**config.mk**
```make
export PLATFORM = sky130hd
export DESIGN_NAME = truth_table_sweeper
export DESIGN_NICKNAME = d
export VERILOG_FILES = /design/src/rtl/truth_table_sweeper.sv
export SDC_FILE = /design/constraint.sdc
export NUM_CORES = 1
export LEC_CHECK = 0
export BUFFER_PORTS_ARGS = -buffer_cell sky130_fd_sc_hd__buf_2
export CORE_MARGIN = 4
export CORE_UTILIZATION = 53
export DETAILED_ROUTE_END_ITERATION = 6
export GPL_TIMING_DRIVEN = 1
export PLACE_DENSITY = 0.86
export RECOVER_POWER = 50
export SETUP_SLACK_MARGIN = 0.5
export SKIP_CTS_REPAIR_TIMING = 1
export SYNTH_ARGS = -nofsm -noshare
export SYNTH_HDL_FRONTEND = slang
export SYNTH_SLANG_ARGS = --single-unit
```
**constraint.sdc**
```tcl
create_clock -name clk -period 1.9 [get_ports clk]
set_input_delay 0.38 -clock clk [delete_from_list [all_inputs] [get_ports clk]]
set_output_delay 0.38 -clock clk [all_outputs]
set_load 0.02 [all_outputs]
```
**src/rtl/truth_table_sweeper.sv**
```systemverilog
// Walks a 4-input combinational stage through all 16 input vectors, captures
// its two responses per vector and scores them against expected truth tables.
module truth_table_sweeper #(
  parameter int          SETTLE_CYCLES = 2,
  parameter logic [15:0] EXP_F1        = 16'hFF5E,
  parameter logic [15:0] EXP_F2        = 16'h5505
) (
  input  logic        clk,
  input  logic        rst,
  input  logic        start,
  input  logic        f1,
  input  logic        f2,
  output logic        a,
  output logic        b,
  output logic        c,
  output logic        d,
  output logic        busy,
  output logic        done,
  output logic        pass,
  output logic [4:0]  err_cnt,
  output logic [3:0]  first_err_idx,
  output logic [15:0] f1_table,
  output logic [15:0] f2_table,
  output logic [1:0]  dbg_state
);

  typedef enum logic [1:0] {
    IDLE   = 2'd0,
    SETTLE = 2'd1,
    SAMPLE = 2'd2,
    DONE   = 2'd3
  } state_t;

  // Last settle count before sampling; unused when SETTLE_CYCLES is 0.
  localparam logic [3:0] SETTLE_LAST =
    (SETTLE_CYCLES == 0) ? 4'd0 : 4'(SETTLE_CYCLES - 1);
  localparam state_t AFTER_VECTOR = (SETTLE_CYCLES == 0) ? SAMPLE : SETTLE;

  state_t      state_q, state_d;
  logic [3:0]  vec_q, vec_d;
  logic [3:0]  cnt_q, cnt_d;
  logic        busy_q, busy_d;
  logic        done_q, done_d;
  logic        pass_q, pass_d;
  logic [4:0]  err_cnt_q, err_cnt_d;
  logic [3:0]  first_q, first_d;
  logic [15:0] f1_tab_q, f1_tab_d;
  logic [15:0] f2_tab_q, f2_tab_d;
  logic        mismatch;

  assign mismatch = (f1 != EXP_F1[vec_q]) || (f2 != EXP_F2[vec_q]);

  always_comb begin
    state_d   = state_q;
    vec_d     = vec_q;
    cnt_d     = cnt_q;
    busy_d    = busy_q;
    done_d    = 1'b0;
    pass_d    = pass_q;
    err_cnt_d = err_cnt_q;
    first_d   = first_q;
    f1_tab_d  = f1_tab_q;
    f2_tab_d  = f2_tab_q;
    case (state_q)
      IDLE: begin
        if (start) begin
          vec_d     = 4'd0;
          cnt_d     = 4'd0;
          err_cnt_d = 5'd0;
          first_d   = 4'd0;
          pass_d    = 1'b0;
          f1_tab_d  = 16'd0;
          f2_tab_d  = 16'd0;
          busy_d    = 1'b1;
          state_d   = AFTER_VECTOR;
        end
      end
      SETTLE: begin
        if (cnt_q == SETTLE_LAST) begin
          state_d = SAMPLE;
        end else begin
          cnt_d = cnt_q + 4'd1;
        end
      end
      SAMPLE: begin
        f1_tab_d[vec_q] = f1;
        f2_tab_d[vec_q] = f2;
        if (mismatch) begin
          err_cnt_d = err_cnt_q + 5'd1;
          if (err_cnt_q == 5'd0) begin
            first_d = vec_q;
          end
        end
        if (vec_q == 4'd15) begin
          state_d = DONE;
          done_d  = 1'b1;
          busy_d  = 1'b0;
          pass_d  = !mismatch && (err_cnt_q == 5'd0);
        end else begin
          vec_d   = vec_q + 4'd1;
          cnt_d   = 4'd0;
          state_d = AFTER_VECTOR;
        end
      end
      DONE: begin
        state_d = IDLE;
      end
      default: begin
        state_d = IDLE;
      end
    endcase
  end

  always_ff @(posedge clk) begin
    if (rst) begin
      state_q   <= IDLE;
      vec_q     <= 4'd0;
      cnt_q     <= 4'd0;
      busy_q    <= 1'b0;
      done_q    <= 1'b0;
      pass_q    <= 1'b0;
      err_cnt_q <= 5'd0;
      first_q   <= 4'd0;
      f1_tab_q  <= 16'd0;
      f2_tab_q  <= 16'd0;
    end else begin
      state_q   <= state_d;
      vec_q     <= vec_d;
      cnt_q     <= cnt_d;
      busy_q    <= busy_d;
      done_q    <= done_d;
      pass_q    <= pass_d;
      err_cnt_q <= err_cnt_d;
      first_q   <= first_d;
      f1_tab_q  <= f1_tab_d;
      f2_tab_q  <= f2_tab_d;
    end
  end

  assign {a, b, c, d}  = vec_q;
  assign busy          = busy_q;
  assign done          = done_q;
  assign pass          = pass_q;
  assign err_cnt       = err_cnt_q;
  assign first_err_idx = first_q;
  assign f1_table      = f1_tab_q;
  assign f2_table      = f2_tab_q;
  assign dbg_state     = state_q;

endmodule

```
==> results.md, run 1 <==
* NumNets Final at about 370
* Final Max Tran Viols at 0
* Min Tclk post-route at between 1500 and 2000 ps
* Startpoint Class: flop
* CTS tree: done
* IO Port Bufs at between 50 and 60
* Cells after Synth at 298
* Worst-margin pin slew at ~410 ps
* Fill count at roughly 360
* Worst skew pair latency at approximately 320 ps
* Yosys warns at 0
* LEAKAGE at approximately 1.1 nW
* Mapped Nets at roughly 310
* Std-Cell Rows at 24
* Clock skew at between 15 and 20 ps
* GRT overflow at 0
* Fin crit share at approximately nine tenths
* Avg Vias per Cell at between 5 and 6
* Commonest non-fill, non-tap cell in the layout: nand3_1
* Detail Route Antenna Nets at 0
* DR iter-0 viols at about 140
* Area Growth Syn to Fin at 28.05%
* CTS Sinks at 56
* Critical Path Fanout Max at 10
* Clk slew on worst S/H paths at ~110 ps
* GRT Util Overall at 21.01%
* Total Wirelength at slightly below 7000 um
* Combinational share of power at between 10% and 20%
* Vias in the first global route at ~2200
* Core box area at 0.004414 mm2
* CTS root buf: clkbuf_8
* Gpl congestion at approximately 0.83
* Mapped Avg Cell Area at just over 8 um2
* ANT cells at 0
* Flop pwr share at roughly 55%
* Max_slew headroom at ~72%
* Max-Cap Viols at 0
* Pwr Total at roughly 2.2 mW
* Crit path DAT at about 1900 ps
* Worst setup EP type: flop
* Mapped Area at about 0.0025 mm2
* Yosys reg bits at between 50 and 60
* Switching share of total power at a little over a quarter
* P_int at roughly 1.6 mW
* Power Density at around 700 mW/mm2
* Initial core utilization at ~56%
* IO Count at 55
* DR pass1 iterations at 5
* Clock share of power at between 30% and 40%
* Total CTS buffers at 5
* Die ar. at 0.005800 mm2
* Final hold viol count at 0
* Die H at roughly 76 um
* Min-Delay Path Class: in -> reg
* First-pass GRT wire length at between 10000 and 15000 um
* Most frequent cells in the layout: 65 x nand3_1, 48 x dfxtp_1, 45 x clkbuf_1
* Residual DRC at 0
* Final setup vio count at 0
* Psw at between 0.5 and 0.6 mW
* Status: finished, final reports clean
* Vias at 2440
* WP data required at between 2000 and 2500 ps
* WS Path Type: reg -> reg
* Worst vdd ir at 0.4338 mV
* RSZ-0062 raised after global routing: true
* Post-synthesis sequential area ratio at a little under half
* Clock Path Buffers at 2
* Layout cells sized above 1 at between 20 and 25%
* FMAX at approximately 600 MHz
* Count of cell types in the netlist at 37
* Post-DP HPWL at between 4000 and 5000 um
* Die outline width at 76.16 um
* Pin count of the biggest net entering global routing at 30
* Routed WL per cell at ~17 um
* Initial antenna violation count at 0
* Setup TNS at 0 ps
* CTS H-Tree Depth at 2
final cells by class:
| cell class | instances | area, um2 | area share (%) |
|---|---|---|---|
| multi-input combinational | 211 | 1415 | 44.88 |
| inverter | 6 | 22.52 | 0.7143 |
| clock inverter | 2 | 13.76 | 0.4365 |
| sequential | 56 | 1144 | 36.27 |
| timing repair buffer | 78 | 410.4 | 13.02 |
| tap | 52 | 65.06 | 2.063 |
| clock buffer | 6 | 82.58 | 2.619 |
power groups by stage:
stage / combinational (mW) / sequential (mW) / clock (mW)
global route: 0.314 / 1.22 / 0.744
finish: 0.291 / 1.22 / 0.700
detailed placement: 0.243 / 1.24 / 0
floorplan: 0.177 / 1.25 / 0
global placement: 0.238 / 1.24 / 0
CTS: 0.244 / 1.22 / 0.704
critical path, stage by stage, from the launching register on:
cell      delay (ps)
dfxtp_1          440
ha_4             180
buf_4            170
nand2_1           80
a211oi_2         270
nor3_4            90
and2_0           140
a211o_1          230
synthesized netlist by cell type (all sizes together):
master  number  area share [%]
nand3       67              14
dfxtp       56              46
a21oi       45             9.3
nand2       20             3.0
clkbuf      17             2.6
nor2        16             2.4
nand4        9             2.3
buf          8             1.9
ha           8             4.1
nand2b       7             2.1
inv          6            0.91
xnor2        6             2.1
xor2         5             1.8
nor3         4             1.0
nor2b        3            0.76
a211oi       2            0.61
and2         2            0.51
nor3b        2            0.61
o21ai        2            0.41
or3b         2            0.71
a211o        1            0.36
a41oi        1            0.36
and3b        1            0.36
mux2i        1            0.41
nor4b        1            0.36
o21ba        1            0.41
o21bai       1            0.30
o22ai        1            0.25
o31a         1            0.36
or2          1            0.25
or4          1            0.30
path summary, 6_finish.rpt:
check                           slack (ps)  startpoint       end  depth (start not counted)
worst max-delay path                   200    vec_q[1]      flop                          7
worst min-delay path                   420         rst  vec_q[2]                          3
worst max register to register         200    vec_q[1]      flop                          7
worst min register to register         470        busy      busy                          2
cells by family (layout without fill, tap and decap cells):
kind of cell | Yosys count | after routing | share of synthesized area, %
buf+inv | 31 | 92 | 5.386
fa+ha+maj | 8 | 8 | 4.065
simple gates | 136 | 136 | 28.35
compound gates | 55 | 55 | 12.35
xor+xnor | 11 | 11 | 3.913
flops | 56 | 56 | 45.53
mux | 1 | 1 | 0.4065
per-layer routing:
metal / vias to the layer above / GRT usage, % / routed length [um]
met5: - / 0 / 0
met4: 0 / 8.217 / 180
met2: 109 / 34.16 / 3338
met3: 19 / 5.319 / 491
li1: 1154 / - / -
met1: 1158 / 26.59 / 2826
per-stage QoR:
step	area (um2)	hold WS (ps)	setup slack [ps]	cells	util (%)
3_3_place_gp	2884	443.4	258.1	389	65.33
2_1_floorplan	2619	485.9	400.6	298	-
3_5_place_dp	2884	446.9	212.3	389	65.33
5_1_grt	3153	444.6	147.6	411	71.43
4_1_cts	2980	420.8	191.4	397	67.52
6_report	3153	424.6	197.7	411	71.43
state kept, by name (all words and copies together) (netlist names), named ones only:
name,count
first_err_idx,4
cnt_q,4
vec_q,4
pass,1
f2_table,16
done,1
dbg_state,2
f1_table,16
err_cnt,5
busy,1
(Power assumes the default switching activity.)
==> inputs of run 2 (changes only) <==
- ABC_AREA: not set -> 1
- CORE_UTILIZATION: 53 -> 54
- PLACE_DENSITY: 0.86 -> 0.87
==> run 2 against run 1 <==
Net effect:
- total power grew 22%
- largest power group unchanged
- first-iteration DRC count is 28% higher
- clock power fell by 3.3%
- sequential share of layout area fell by 1.9 points
- final area up 5.1%
- wire length increased by 9.0%
- highest routed layer unchanged
==> results.md, run 2 <==
* Gpl congestion at approximately 0.93
* Post-DP HPWL at between 4000 and 5000 um
* GRT Util Overall at about a fifth
* Flop pwr share at between 40 and 50%
* Count leader, synth: nand2_1
* Setup TNS at 0 ps
* Mapped Nets at around 370
* Core box area at 0.004504 mm2
* P_int at 1.785 mW
* Fin util at 73.56%
* Crit path DAT at between 1500 and 2000 ps
* Pwr Total at around 2.7 mW
* Max_slew headroom at around 72%
* Post-synth top flop: dfxtp_1
* WS Path Type: reg -> reg
* Worst-margin pin slew at 414.4 ps
* Placed insts at about 450
* Worst setup EP type: flop
* Most frequent cells in the layout: 100 x nand2_1, 49 x dfxtp_1, 41 x clkbuf_1
* Max-Cap Viols at 0
* Clock share of power at between 20 and 30%
* Pin count of the biggest net entering global routing at 28
* GRT overflow at 0
* Final setup vio count at 0
* Psw at 0.9036 mW
* DR iter-0 viols at 183
* Routed WL per cell at around 16 um
* Detail Route Antenna Nets at 0
* LEAKAGE at 1.288 nW
* Worst vdd ir at about 0.42 mV
* Clock skew at 7.257 ps
* First-pass GRT wire length at between 10000 and 15000 um
* Die ar. at between 0.005 and 0.006 mm2
* Routed wl met3 at 536 um
* Worst skew pair latency at ~310 ps
* Detailed route wirelength on metal2 at around 3600 um
* Fin crit share at between 80 and 90%
* Std-Cell Rows at 24
* Vias at between 2000 and 3000
* Synth top area share at around 43%
* Total CTS buffers at 5
* Yosys reg bits at 56
* Wire length on met1 at slightly above 3000 um
* Asr flop ratio synth at 0%
* Status: finished, final reports clean
* Initial core utilization at between 50 and 60%
* Startpoint Class: flop
* Post-synthesis sequential area ratio at a little over two fifths
* DP Worst Slack at 294.0 ps
* EDFF count, synth at 0
* Final Max Tran Viols at 0
* RSZ-0062 raised after global routing: true
* Switching share of total power at around 34%
* Power Density at between 800 and 900 mW/mm2
* Mapped Area at between 0.002 and 0.003 mm2
* Yosys warns at 0
* Total Wirelength at 7455 um
* IO Count at 55
* Final hold viol count at 0
* Cells after Synth at around 350
* Final Non-Filler Cells at 477
* CTS Sinks at 56
* Die outline width at 77.36 um
* Layout cells sized above 1 at between 20% and 30%
* Combinational share of power at between 20% and 30%
* Commonest cells post-synth: 106 x nand2_1, 56 x dfxtp_1, 42 x a21oi_1, 34 x nor2_1, 28 x inv_1
* DR pass1 iterations at 5
* Clock Path Buffers at 2
* CTS root buf: clkbuf_8
* Min Tclk post-route at about 1600 ps
* CTS H-Tree Depth at 2
* FMAX at roughly 630 MHz
* Min-Delay Path Class: in -> reg
* Clk slew on worst S/H paths at about 100 ps
* Area Growth Syn to Fin at 27.55%
* Critical Path Fanout Max at 7
* Commonest non-fill, non-tap cell in the layout: nand2_1
* Initial antenna violation count at 0
* Count of cell types in the netlist at 28
* Setup ws final at approximately 320 ps
* ANT cells at 0
* IO Port Bufs at between 50 and 60
* Largest cells by area after synthesis: dfxtp_1 43%, nand2_1 15%, a21oi_1 8.1%
* Mapped Avg Cell Area at 7.358 um2
* Max layer used: met4
* Die H at approximately 77 um
* CTS tree: done
* Avg Vias per Cell at between 5 and 6
* NumNets Final at 437
* Residual DRC at 0
* Vias in the first global route at ~2300
* Yosys top cell by area: dfxtp_1
* WP data required at ~2200 ps
run 2: power by group through the flow:
stage	registers [mW]	logic [mW]	clock network, mW
2_1_floorplan	1.33	0.367	0
3_3_place_gp	1.29	0.506	0
3_5_place_dp	1.30	0.515	0
4_1_cts	1.27	0.518	0.676
5_1_grt	1.28	0.794	0.739
6_report	1.28	0.734	0.677
run 2: cell type report:
type	instances	area, um2
fillers	316	1191
inverters	33	146.4
multi-input cells	255	1470
well taps	52	65.06
flip-flops and latches	56	1137
clock inverters	2	10.01
repair buffers	73	401.6
clock buffers	6	82.58
run 2: through the flow:
step                      hold WS (ps)  cell area (um2)
after floorplan                  452.6             2604
after global placement           445.6             2892
after detailed placement         449.2             2892
after CTS                        431.3             2984
after global routing             448.5             3313
final                            452.1             3313
run 2: critical path, cell delays in order, from the launching register on:
cell and delay [ps]:
dfxtp_1 490, inv_2 100, nand3_4 160, clkinvlp_4 210, nor2_4 180, nand3_1 150, nand2_1 100, nand2_1 60
nand2_1 70
run 2: cell families (layout without fill, tap and decap cells):
logic type | after synthesis | after routing | share of synthesized area (%)
fa+ha+maj | 8 | 8 | 3.854
simple gates | 175 | 176 | 29.91
buf+inv | 43 | 114 | 7.274
compound gates | 66 | 66 | 14.11
xor+xnor | 5 | 5 | 1.686
flops | 56 | 56 | 43.16
run 2: routing by layer:
layer / vias to the layer above / track usage [%]
li1: 1272 / -
met1: 1255 / 27.15
met2: 119 / 32.47
met3: 21 / 4.630
met4: 0 / 7.651
met5: - / 0
run 2: final timing paths:
check                                   from     endpoint  slack [ps]  depth (start not counted)
worst max-delay path            dbg_state[0]         flop         320                          8
worst min-delay path                     rst     cnt_q[2]         450                          2
worst max register to register  dbg_state[0]         flop         320                          8
worst min register to register   f2_table[1]  f2_table[1]         460                          2
==> inputs of run 3 (changes only) <==
- ABC_AREA: 1 -> 0
- CORE_UTILIZATION: 54 -> 48
- PLACE_DENSITY: 0.87 -> 0.83
- clock period: 1.9 -> 1.4 ns (I/O delays scaled with it)
==> run 3 against run 2 <==
Net effect:
- the flow now finishes with violations (setup timing)
- final area increased by 27%
- critical path depth fell by 2
- first-iteration DRC count up 40%
- clock power rose by 37%
- combinational power shrank 19%
- core utilization grew 13 points
- total power grew 18%
- cell count is 0.42% lower
- maximum frequency is 3.0% lower
- sequential share of layout area shrank 5.8 points
- wire length rose by 26%
- sequential cell count unchanged
- critical path type unchanged
==> results.md, run 3 (synthesis results as in run 1) <==
* Final setup vio count at 51
* CTS H-Tree Depth at 2
* Crit path buffers/inverters at 0
* Crit-path cells: ha_4, nand4_1, nand2_2, xnor2_2, o22ai_1, a211o_1
* Std-Cell Rows at 25
* Most frequent cells in the layout: 63 x buf_6, 53 x buf_4, 51 x nand3_1
* Layout cells sized above 1 at a little over three fifths
* Max_slew headroom at 66.24%
* Core box area at between 0.004 and 0.005 mm2
* Detail Route Antenna Nets at 0
* NumNets Final at 420
* Avg Vias per Cell at approximately 6.0
* GRT overflow at 0
* Residual DRC at 0
* ANT cells at 0
* Worst vdd ir at between 0.6 and 0.7 mV
* Worst setup EP type: flop
* Die ar. at around 0.0063 mm2
* Gpl congestion at ~0.8
* Worst-margin pin slew at 506.5 ps
* LEAKAGE at approximately 1.6 nW
* Failing checks: setup timing
* CTS tree: done
* Worst skew pair latency at 330 ps
* Die outline width at around 80 um
* Status: finished, violations left
* FMAX at between 600 and 700 MHz
* Critical Path Fanout Max at 5
* Vias at 2856
* WP data required at approximately 1600 ps
* RSZ-0062 raised after global routing: true
* First-pass GRT wire length at 10450 um
* Crit-path max cell delay at between 300 and 400 ps
* Die H at approximately 80 um
* Fin util at just under 90%
* DP Worst Slack at -174.6 ps
* Initial core utilization at 50.79%
* CP max-delay cell: dfxtp_4
* Setup ws final at -234.2 ps
* Area Growth Syn to Fin at 70.99%
* WS Path Type: reg -> reg
* Fin crit share at 116.7%
* Routed WL per cell at 19.73 um
* Pin count of the biggest net entering global routing at 33
* Min Tclk post-route at around 1600 ps
* IO Port Bufs at 54
* Top Family by Delay on Critical Path: simple AND/OR/NAND/NOR gates
* Initial antenna violation count at 0
* IO Count at 55
* Power Density at roughly 750 mW/mm2
* Reg2reg setup slack at -230 ps
* CTS root buf: clkbuf_8
* Clock skew at about 16 ps
* Final Max Tran Viols at 0
* DR iter-0 viols at between 200 and 300
* Clock Path Buffers at 2
* Max-Cap Viols at 0
* Post-DP HPWL at 4637 um
* GRT Util Overall at roughly a fifth
* Vias in the first global route at about 2200
* Total Wirelength at between 9000 and 10000 um
* Crit path DAT at 1850 ps
* Clk slew on worst S/H paths at around 100 ps
* Total CTS buffers at 5
* Commonest non-fill, non-tap cell in the layout: buf_6
* Final hold viol count at 0
* CTS Sinks at 56
* DR pass1 iterations at 5
* Startpoint Class: flop
* Min-Delay Path Class: in -> reg
## run 3: worst paths after layout
| path | to | cells after the start | from |
|---|---|---|---|
| max | flop | 6 | vec_q[0] |
| min | f1_table[11] | 3 | rst |
| max reg2reg | flop | 6 | vec_q[0] |
| min reg2reg | f1_table[6] | 2 | f1_table[6] |
## run 3: worst min-delay path, cell delays in order
cell     delay (ps)
buf_2           120
buf_4           250
a21oi_2          40
## run 3: routing by layer
layer	routed length (um)	part of all wire (%)	track usage (%)
met1	3624	39	26.46
met2	4724	50	33.89
met3	630	6.7	4.628
met4	393	4.2	8.247
met5	0	0	0
## run 3: area by class of cell
class | instances | area, um2
multi-input cells | 211 | 1563
repair buffers | 127 | 1252
flip-flops and latches | 56 | 1201
fillers | 236 | 638.1
well taps | 67 | 83.83
clock buffers | 6 | 72.57
inverters | 6 | 22.52
clock inverters | 2 | 15.01
## run 3: report_power, final
part / leakage, nW / internal [mW] / switching [mW]
combinational: 1.10 / 0.273 / 0.321
sequential: 0.480 / 1.61 / 0.0282
clock: 0.0457 / 0.359 / 0.566
## run 3: metrics by stage
stage                     hold slack [ps]  cells  TNS, ps  total power [mW]  cell area (um2)
after floorplan                     485.9    298   -212.6             1.942             2686
after global placement              445.0    431   -514.3             2.050             3158
after detailed placement            456.0    431    -1506             2.066             3158
after CTS                           347.5    439    -1691             2.943             3246
after global routing                387.1    475    -8355             3.257             4210
final                               399.4    475    -5329             3.161             4210
